**config.mk**
```make
export PLATFORM = sky130hd
export DESIGN_NAME = qcldpc_info_loader
export DESIGN_NICKNAME = d
export VERILOG_FILES = /design/src/rtl/qcldpc_info_loader.sv
export SDC_FILE = /design/constraint.sdc
export NUM_CORES = 2
export LEC_CHECK = 0
export CELL_PAD_IN_SITES_DETAIL_PLACEMENT = 2
export CELL_PAD_IN_SITES_GLOBAL_PLACEMENT = 2
export CORE_MARGIN = 5
export CORE_UTILIZATION = 55
export CTS_CLUSTER_DIAMETER = 100
export CTS_CLUSTER_SIZE = 10
export DETAILED_ROUTE_END_ITERATION = 10
export DONT_BUFFER_PORTS = 1
export MAX_ROUTING_LAYER = met4
export PLACE_DENSITY_LB_ADDON = 0.25
export SETUP_SLACK_MARGIN = 0.4
export SYNTH_ARGS = -nofsm -noshare
export SYNTH_HDL_FRONTEND = slang
export SYNTH_SLANG_ARGS = --single-unit
```
**constraint.sdc**
```tcl
create_clock -name CLK -period 10.2 [get_ports CLK]
set_clock_uncertainty 0.15 [all_clocks]
set_input_delay 0 -clock CLK [delete_from_list [all_inputs] [get_ports CLK]]
set_output_delay 0 -clock CLK [all_outputs]
set_load 0.02 [all_outputs]
```
**src/rtl/qcldpc_info_loader.sv**
```systemverilog
// Ping-pong information-block loader for a QC-LDPC encoder.
// Two banks each buffer one codeword (NUM_INFO_BLKS blocks of MAX_Z bits)
// together with the one-hot Z tag it was written with. One bank fills from
// the upstream side while the other drains to the encoder.
//
// bank state | meaning
// EMPTY      | free, next accept starts a codeword and latches the Z tag
// FILLING    | partially written codeword
// FULL       | complete codeword, nothing handed to the encoder yet
// DRAINING   | complete codeword, at least one block handed to the encoder
module qcldpc_info_loader #(
  parameter int NUM_Z                = 3,
  parameter int MAX_Z                = 81,
  parameter int NUM_INFO_BLKS        = 20,
  parameter int Z_VALUES [NUM_Z]     = '{27, 54, 81}
) (
  input  logic                             CLK,
  input  logic                             rst_n,
  input  logic [NUM_Z-1:0]                 req_z,
  input  logic                             in_valid,
  output logic                             in_ready,
  input  logic [MAX_Z-1:0]                 data_in,
  output logic                             enc_valid,
  input  logic                             enc_ready,
  output logic [MAX_Z-1:0]                 enc_blk,
  output logic [$clog2(NUM_INFO_BLKS)-1:0] enc_blk_idx,
  output logic                             enc_first,
  output logic                             enc_last,
  output logic [NUM_Z-1:0]                 enc_z_sel,
  output logic                             err_z
);

  localparam int CNT_W = $clog2(NUM_INFO_BLKS);

  typedef enum logic [1:0] {EMPTY, FILLING, FULL, DRAINING} bank_state_e;

  bank_state_e      state_q [2];
  bank_state_e      state_d [2];
  logic [NUM_Z-1:0] tag_q   [2];
  logic [NUM_Z-1:0] tag_d   [2];
  logic             wr_ptr_q, wr_ptr_d;
  logic             rd_ptr_q, rd_ptr_d;
  logic [CNT_W-1:0] wr_cnt_q, wr_cnt_d;
  logic [CNT_W-1:0] rd_cnt_q, rd_cnt_d;
  logic             err_z_q, err_z_d;
  logic [MAX_Z-1:0] mem_q [2][NUM_INFO_BLKS];

  logic             wr_acc, rd_hs;
  logic             wr_first, wr_last, rd_last;
  logic             z_onehot;
  logic [NUM_Z-1:0] new_tag, wr_tag;
  logic [MAX_Z-1:0] wr_data;

  // Valid-bit mask for a one-hot Z tag: ones in [Z-1:0], zeros above.
  function automatic logic [MAX_Z-1:0] z_mask(input logic [NUM_Z-1:0] tag);
    logic [MAX_Z-1:0] m;
    m = '0;
    for (int i = 0; i < NUM_Z; i++) begin
      if (tag[i]) m = m | ({MAX_Z{1'b1}} >> (MAX_Z - Z_VALUES[i]));
    end
    return m;
  endfunction

  assign in_ready  = (state_q[wr_ptr_q] == EMPTY) || (state_q[wr_ptr_q] == FILLING);
  assign enc_valid = (state_q[rd_ptr_q] == FULL)  || (state_q[rd_ptr_q] == DRAINING);
  assign wr_acc    = in_valid && in_ready;
  assign rd_hs     = enc_valid && enc_ready;

  assign wr_first  = (state_q[wr_ptr_q] == EMPTY);
  assign wr_last   = (wr_cnt_q == CNT_W'(NUM_INFO_BLKS - 1));
  assign rd_last   = (rd_cnt_q == CNT_W'(NUM_INFO_BLKS - 1));

  // An illegal Z select falls back to the widest lifting size so no data bits are lost.
  assign z_onehot  = $onehot(req_z);
  assign new_tag   = z_onehot ? req_z : (NUM_Z'(1) << (NUM_Z - 1));
  assign wr_tag    = wr_first ? new_tag : tag_q[wr_ptr_q];
  assign wr_data   = data_in & z_mask(wr_tag);

  // Outputs come only from stored state; idle outputs are forced to zero.
  assign enc_blk     = enc_valid ? mem_q[rd_ptr_q][rd_cnt_q] : '0;
  assign enc_blk_idx = rd_cnt_q;
  assign enc_first   = enc_valid && (rd_cnt_q == '0);
  assign enc_last    = enc_valid && rd_last;
  assign enc_z_sel   = enc_valid ? tag_q[rd_ptr_q] : '0;
  assign err_z       = err_z_q;

  // Next-state for bank states, tags, pointers and counters; fill and drain are independent.
  always_comb begin
    state_d  = state_q;
    tag_d    = tag_q;
    wr_ptr_d = wr_ptr_q;
    rd_ptr_d = rd_ptr_q;
    wr_cnt_d = wr_cnt_q;
    rd_cnt_d = rd_cnt_q;
    err_z_d  = 1'b0;

    if (wr_acc) begin
      if (wr_first) begin
        tag_d[wr_ptr_q] = new_tag;
        err_z_d         = !z_onehot;
      end
      if (wr_last) begin
        state_d[wr_ptr_q] = FULL;
        wr_cnt_d          = '0;
        wr_ptr_d          = ~wr_ptr_q;
      end else begin
        state_d[wr_ptr_q] = FILLING;
        wr_cnt_d          = wr_cnt_q + 1'b1;
      end
    end

    if (rd_hs) begin
      if (rd_last) begin
        state_d[rd_ptr_q] = EMPTY;
        rd_cnt_d          = '0;
        rd_ptr_d          = ~rd_ptr_q;
      end else begin
        state_d[rd_ptr_q] = DRAINING;
        rd_cnt_d          = rd_cnt_q + 1'b1;
      end
    end
  end

  // Control state register with asynchronous reset.
  always_ff @(posedge CLK or negedge rst_n) begin
    if (!rst_n) begin
      for (int b = 0; b < 2; b++) begin
        state_q[b] <= EMPTY;
        tag_q[b]   <= '0;
      end
      wr_ptr_q <= 1'b0;
      rd_ptr_q <= 1'b0;
      wr_cnt_q <= '0;
      rd_cnt_q <= '0;
      err_z_q  <= 1'b0;
    end else begin
      for (int b = 0; b < 2; b++) begin
        state_q[b] <= state_d[b];
        tag_q[b]   <= tag_d[b];
      end
      wr_ptr_q <= wr_ptr_d;
      rd_ptr_q <= rd_ptr_d;
      wr_cnt_q <= wr_cnt_d;
      rd_cnt_q <= rd_cnt_d;
      err_z_q  <= err_z_d;
    end
  end

  // Block storage; contents are don't-care after reset since bank states gate visibility.
  always_ff @(posedge CLK) begin
    if (wr_acc) mem_q[wr_ptr_q][wr_cnt_q] <= wr_data;
  end

endmodule

```
==> summary.md, run 1 <==
| Metric | Value |
|---|---|
| Synth top area share | between 70% and 80% |
| Most used flip-flop cell after synthesis | edfxtp_1 |
| I/O Buffers | 0 |
| Synth Warn # | 0 |
| Die height | a little under 500 microns |
| Syn Nets | about 6000 |
| Post-synth cell types | 64 |
| Placed wire-length estimate | between 200 and 300 mm |
| Top Ports | about 180 |
| Syn_area_per_cell | around 22 sq um |
| Mapped cell area | around 130000 sq um |
| Initial Utilization | between 50% and 60% |
| Yosys reg bits | about 3300 |
| Placer Congestion | slightly below 0.8 |
| Exit stage | 3_5_place_dp |
| Status | did not finish |
| Cell count after synthesis | about 5700 |
| Dominant cell type by area after synthesis | edfxtp_1 |
| Rows | 175 |
| Register area share after synthesis | between 70% and 80% |
| Number of synthesized flops with an enable pin | 3240 |
| Main area contributors after synthesis | edfxtp_1 78%, mux4_2 13%, mux2i_1 1.6% |
| Share of flip-flops with an asynchronous set or reset | less than 1% |
| Err | [ERROR DPL-0033] detailed placement checks failed during check placement. |
| Die Wd | about 490 microns |
-- synthesized netlist by cell type (25+ instances only) --
cell type / number
mux4_2: 709
a31oi_1: 25
buf_6: 30
nor2_1: 101
buf_2: 84
edfxtp_1: 3240
clkbuf_1: 131
a221oi_1: 29
a211oi_1: 54
nor3_1: 29
mux2_2: 54
a21oi_1: 86
nand2_1: 251
a22oi_1: 112
mux2i_1: 195
buf_4: 56
a22o_1: 50
nor2b_1: 61
and2_1: 64
o21ai_0: 47
o22ai_1: 61
-- cell families after synthesis --
logic type	Yosys count	synth area share (%)
adder cells (fa/ha/maj)	7	0.07586
flip-flops	3263	78.08
multiplexers	958	14.78
buffers and inverters	336	1.437
XOR/XNOR	3	0.02097
AND/OR/NAND/NOR	571	2.117
AO/OA/AOI/OAI	603	3.491
-- metrics by stage --
stage | cell area, sq um | setup slack, ps | hold WS, ps | cells
floorplan | 125300 | 4735 | -445.6 | 5741
global placement | 129500 | 5153 | -444.5 | 8619
==> run 2: changes to the inputs <==
==> config.mk (replaced) <==
export PLATFORM = sky130hd
export DESIGN_NAME = qcldpc_info_loader
export DESIGN_NICKNAME = d
export VERILOG_FILES = /design/src/rtl/qcldpc_info_loader.sv
export SDC_FILE = /design/constraint.sdc
export NUM_CORES = 2
export LEC_CHECK = 0
export CORE_MARGIN = 5
export CORE_UTILIZATION = 40
export DETAILED_ROUTE_END_ITERATION = 10
export DONT_BUFFER_PORTS = 1
export PLACE_DENSITY_LB_ADDON = 0.15
export SYNTH_ARGS = -nofsm -noshare
export SYNTH_HDL_FRONTEND = slang
export SYNTH_SLANG_ARGS = --single-unit
==> summary.md, run 2 <==
| Metric | Value |
|---|---|
| Synth top area share | 77.62% (unchanged) |
| Worst VDD drop | 211.9 uV |
| Main area contributors after synthesis | edfxtp_1 78%, mux4_2 13%, mux2i_1 1.6% (unchanged) |
| Slew Viols, Final | 0 |
| I/O Buffers | 0 (unchanged) |
| Max FFs per register | between 3000 and 4000 |
| Critical setup path kind | reg -> out |
| Routed vias | roughly 63000 |
| Most frequent cells in the layout | 3240 x edfxtp_1, 709 x mux4_2, 350 x clkbuf_16, 250 x nand2_1, 201 x buf_4 |
| CP startpoint | rd_ptr_q |
| Number of synthesized flops with an enable pin | 3240 (unchanged) |
| Setup TNS | 0 ps |
| CP endpoint kind | output pin |
| Drt drc | 0 |
| Fin crit share | between 50% and 60% |
| Most used flip-flop cell after synthesis | edfxtp_1 (unchanged) |
| Yosys reg bits | 3263 (unchanged) |
| CORE AREA | roughly 310000 sq um |
| CTS buffer count | between 300 and 400 |
| Top Ports | 182 (unchanged) |
| Comb pwr share | 23.1% |
| Slew margin rel. | between 5 and 6% |
| Vias per cell | 5.955 |
| Routed length per placed instance | around 36 microns |
| Initial DRC count | 7253 |
| Final core occ | between 40% and 50% |
| Max Cap Violations | 0 |
| Initial Utilization | 40.19% (was 55.20%) |
| Most common cell after layout, fill and taps aside | edfxtp_1 |
| Placer Congestion | 0.7482 (was 0.7720) |
| DR top layer | met5 |
| Antenna violations before repair | 34 |
| Net Switching | ~0.012 W |
| Cell count after synthesis | 5741 (unchanged) |
| Die area | 324700 sq um |
| Top Registers | mem_q (3240), tag_q (6) |
| Maximum clock frequency | roughly 0.17 GHz |
| Placed wire-length estimate | 193.8 mm (was 278.1 mm) |
| Die height | 569.8 microns (was 487.4 microns) |
| CTS tree | done |
| Clk sinks | 3263 |
| Pleak | roughly 44 nW |
| # setup viols final | 0 |
| Crit path DAT | just under 6000 ps |
| H-tree depth | 5 |
| Latest clock arrival within the worst-skew pair | around 920 ps |
| Worst Reg2Reg Path Length in Cells | 10 |
| Dominant cell type by area after synthesis | edfxtp_1 (unchanged) |
| RSZ-0062 raised after global routing | no |
| Met1 wire length | 160.6 mm |
| Sw frac | roughly a third |
| Clock Tree Buf Depth | 4 |
| R2R Path Start | enc_blk_idx[2] |
| Worst path required time | 10050 ps |
| Slew @ Worst Pin | 1422 ps |
| Global-route wire length before repair | 523.5 mm |
| DRT Wirelength | 379.1 mm |
| Worst Setup EP | enc_blk[42] |
| Sequential power share | a little under half |
| Register area share after synthesis | 78.08% (unchanged) |
| Syn_area_per_cell | 21.83 sq um (unchanged) |
| Cell Pwr Density | ~260 nW/um^2 |
| Die Wd | 569.8 microns (was 487.4 microns) |
| Post-CTS Resized | 0 |
| Ratio of cells with drive above 1 in the final layout | between 20% and 30% |
| Synth Warn # | 0 (unchanged) |
| GRT overflow | 0 |
| Syn Nets | 5836 (unchanged) |
| Largest net degree at the start of global routing | between 100 and 150 |
| Most frequent cells after synthesis | 3240 x edfxtp_1, 709 x mux4_2, 251 x nand2_1, 195 x mux2i_1, 131 x clkbuf_1 (unchanged) |
| Pre-Repair DR Iteration Count | 6 |
| Mapped cell area | 125300 sq um (unchanged) |
| Vias in the first global route | ~63000 |
| Metal3 WL | ~25 mm |
| CTS clk-pin slew, worst paths | about 60 ps |
| Root buffer cell | clkbuf_16 |
| Most common cell in the netlist | edfxtp_1 (unchanged) |
| RR Endpoint | enc_blk_idx[1] |
| Pint | between 0.02 and 0.03 W |
| Final worst setup slack | approximately 4200 ps |
| Status | complete, no violations (was did not finish) |
| Crit-path max FO | around 100 |
| Min cycle time layout | roughly 6000 ps |
| Routed wl met2 | 185.0 mm |
| Reg2reg setup slack | approximately 5400 ps |
| Worst Hold Class | in -> reg |
| GRT Total Usage | ~23% |
| Clk pwr share | roughly a third |
| Min Hold Slack | between 70 and 80 ps |
| ANT nets after route | 0 |
| Share of flip-flops with an asynchronous set or reset | 0.7049% (unchanged) |
| Nets@finish | 6191 |
| Area Overhead vs Synth | 14.07% |
| Critical Path Start Type | register |
| Post-synth cell types | 64 (unchanged) |
| Placement Setup Slack | approximately 4800 ps |
| Rows | 205 (was 175) |
| Critical hold path startpoint | data_in[27] |
| Count of final hold-check violations | 0 |
| Register bank with the most flops | mem_q |
## run 2: power groups by stage
stage               Combinational, W  Sequential [W]  Clock (W)
floorplan                    0.00477          0.0173          0
global placement             0.00862          0.0174          0
detailed placement           0.00874          0.0174          0
CTS                          0.00883          0.0171     0.0122
global route                 0.00923          0.0171     0.0128
finish                       0.00873          0.0171     0.0120
## run 2: layout make-up
cell class	instances	area (sq um)
clock inverters	172	1485
diodes	9	22.52
repair buffers	328	2970
clock buffers	439	9153
flip-flops and latches	3263	97890
inverters	14	65.06
multi-input cells	2142	26220
well taps	4140	5180
fillers	26207	168900
## run 2: kinds of logic (layout without fill, tap and decap cells)
group	Yosys count	count (layout)	share of synthesized area, %
adders and majority gates	7	7	0.07586
xor gates and xnor gates	3	3	0.02097
other	0	9	0
AOI/OAI and AO/OA	603	603	3.491
and+or+nand+nor	571	571	2.117
buffers and inverters	336	953	1.437
muxes	958	958	14.78
DFF	3263	3263	78.08
## run 2: per-stage QoR
step,area (sq um),total power [W],instances
2_1_floorplan,125300,0.02205,5741
3_3_place_gp,131200,0.02600,9777
3_5_place_dp,131200,0.02615,9777
4_1_cts,142900,0.03816,10496
5_1_grt,143000,0.03916,10499
6_report,143000,0.03783,10507
## run 2: worst min-delay path by stage
| stage | end | slack, ps | depth (start not counted) |
|---|---|---|---|
| floorplan | enc_blk_idx[0] | -450 | 0 |
| global placement | wr_cnt_q[2] | -440 | 0 |
| detailed placement | wr_cnt_q[3] | -440 | 0 |
| CTS | mem_q[0][189] | 5 | 3 |
| global route | mem_q[1][1057] | 40 | 2 |
| finish | mem_q[0][189] | 80 | 3 |
## run 2: critical path, stage by stage (launching register included)
cell and delay (ps):
dfrtp_4 1040, buf_12 660, buf_4 750, buf_4 710, mux2_2 290, o22ai_1 90
a2111oi_0 510, o31ai_1 160, a21oi_1 570
## run 2: routing by layer
metal | global-route usage (%) | up-vias
met2 | 37.90 | 2354
met4 | 4.606 | 20
li1 | - | 24947
met3 | 3.803 | 494
met5 | 0 | -
met1 | 32.78 | 34759
## run 2: repair_timing
item,4_1_cts,5_1_grt
hold endpoints to repair,3385,80
hold buffers,108,2
buffers inserted,0,0
(Power assumes the default switching activity.)
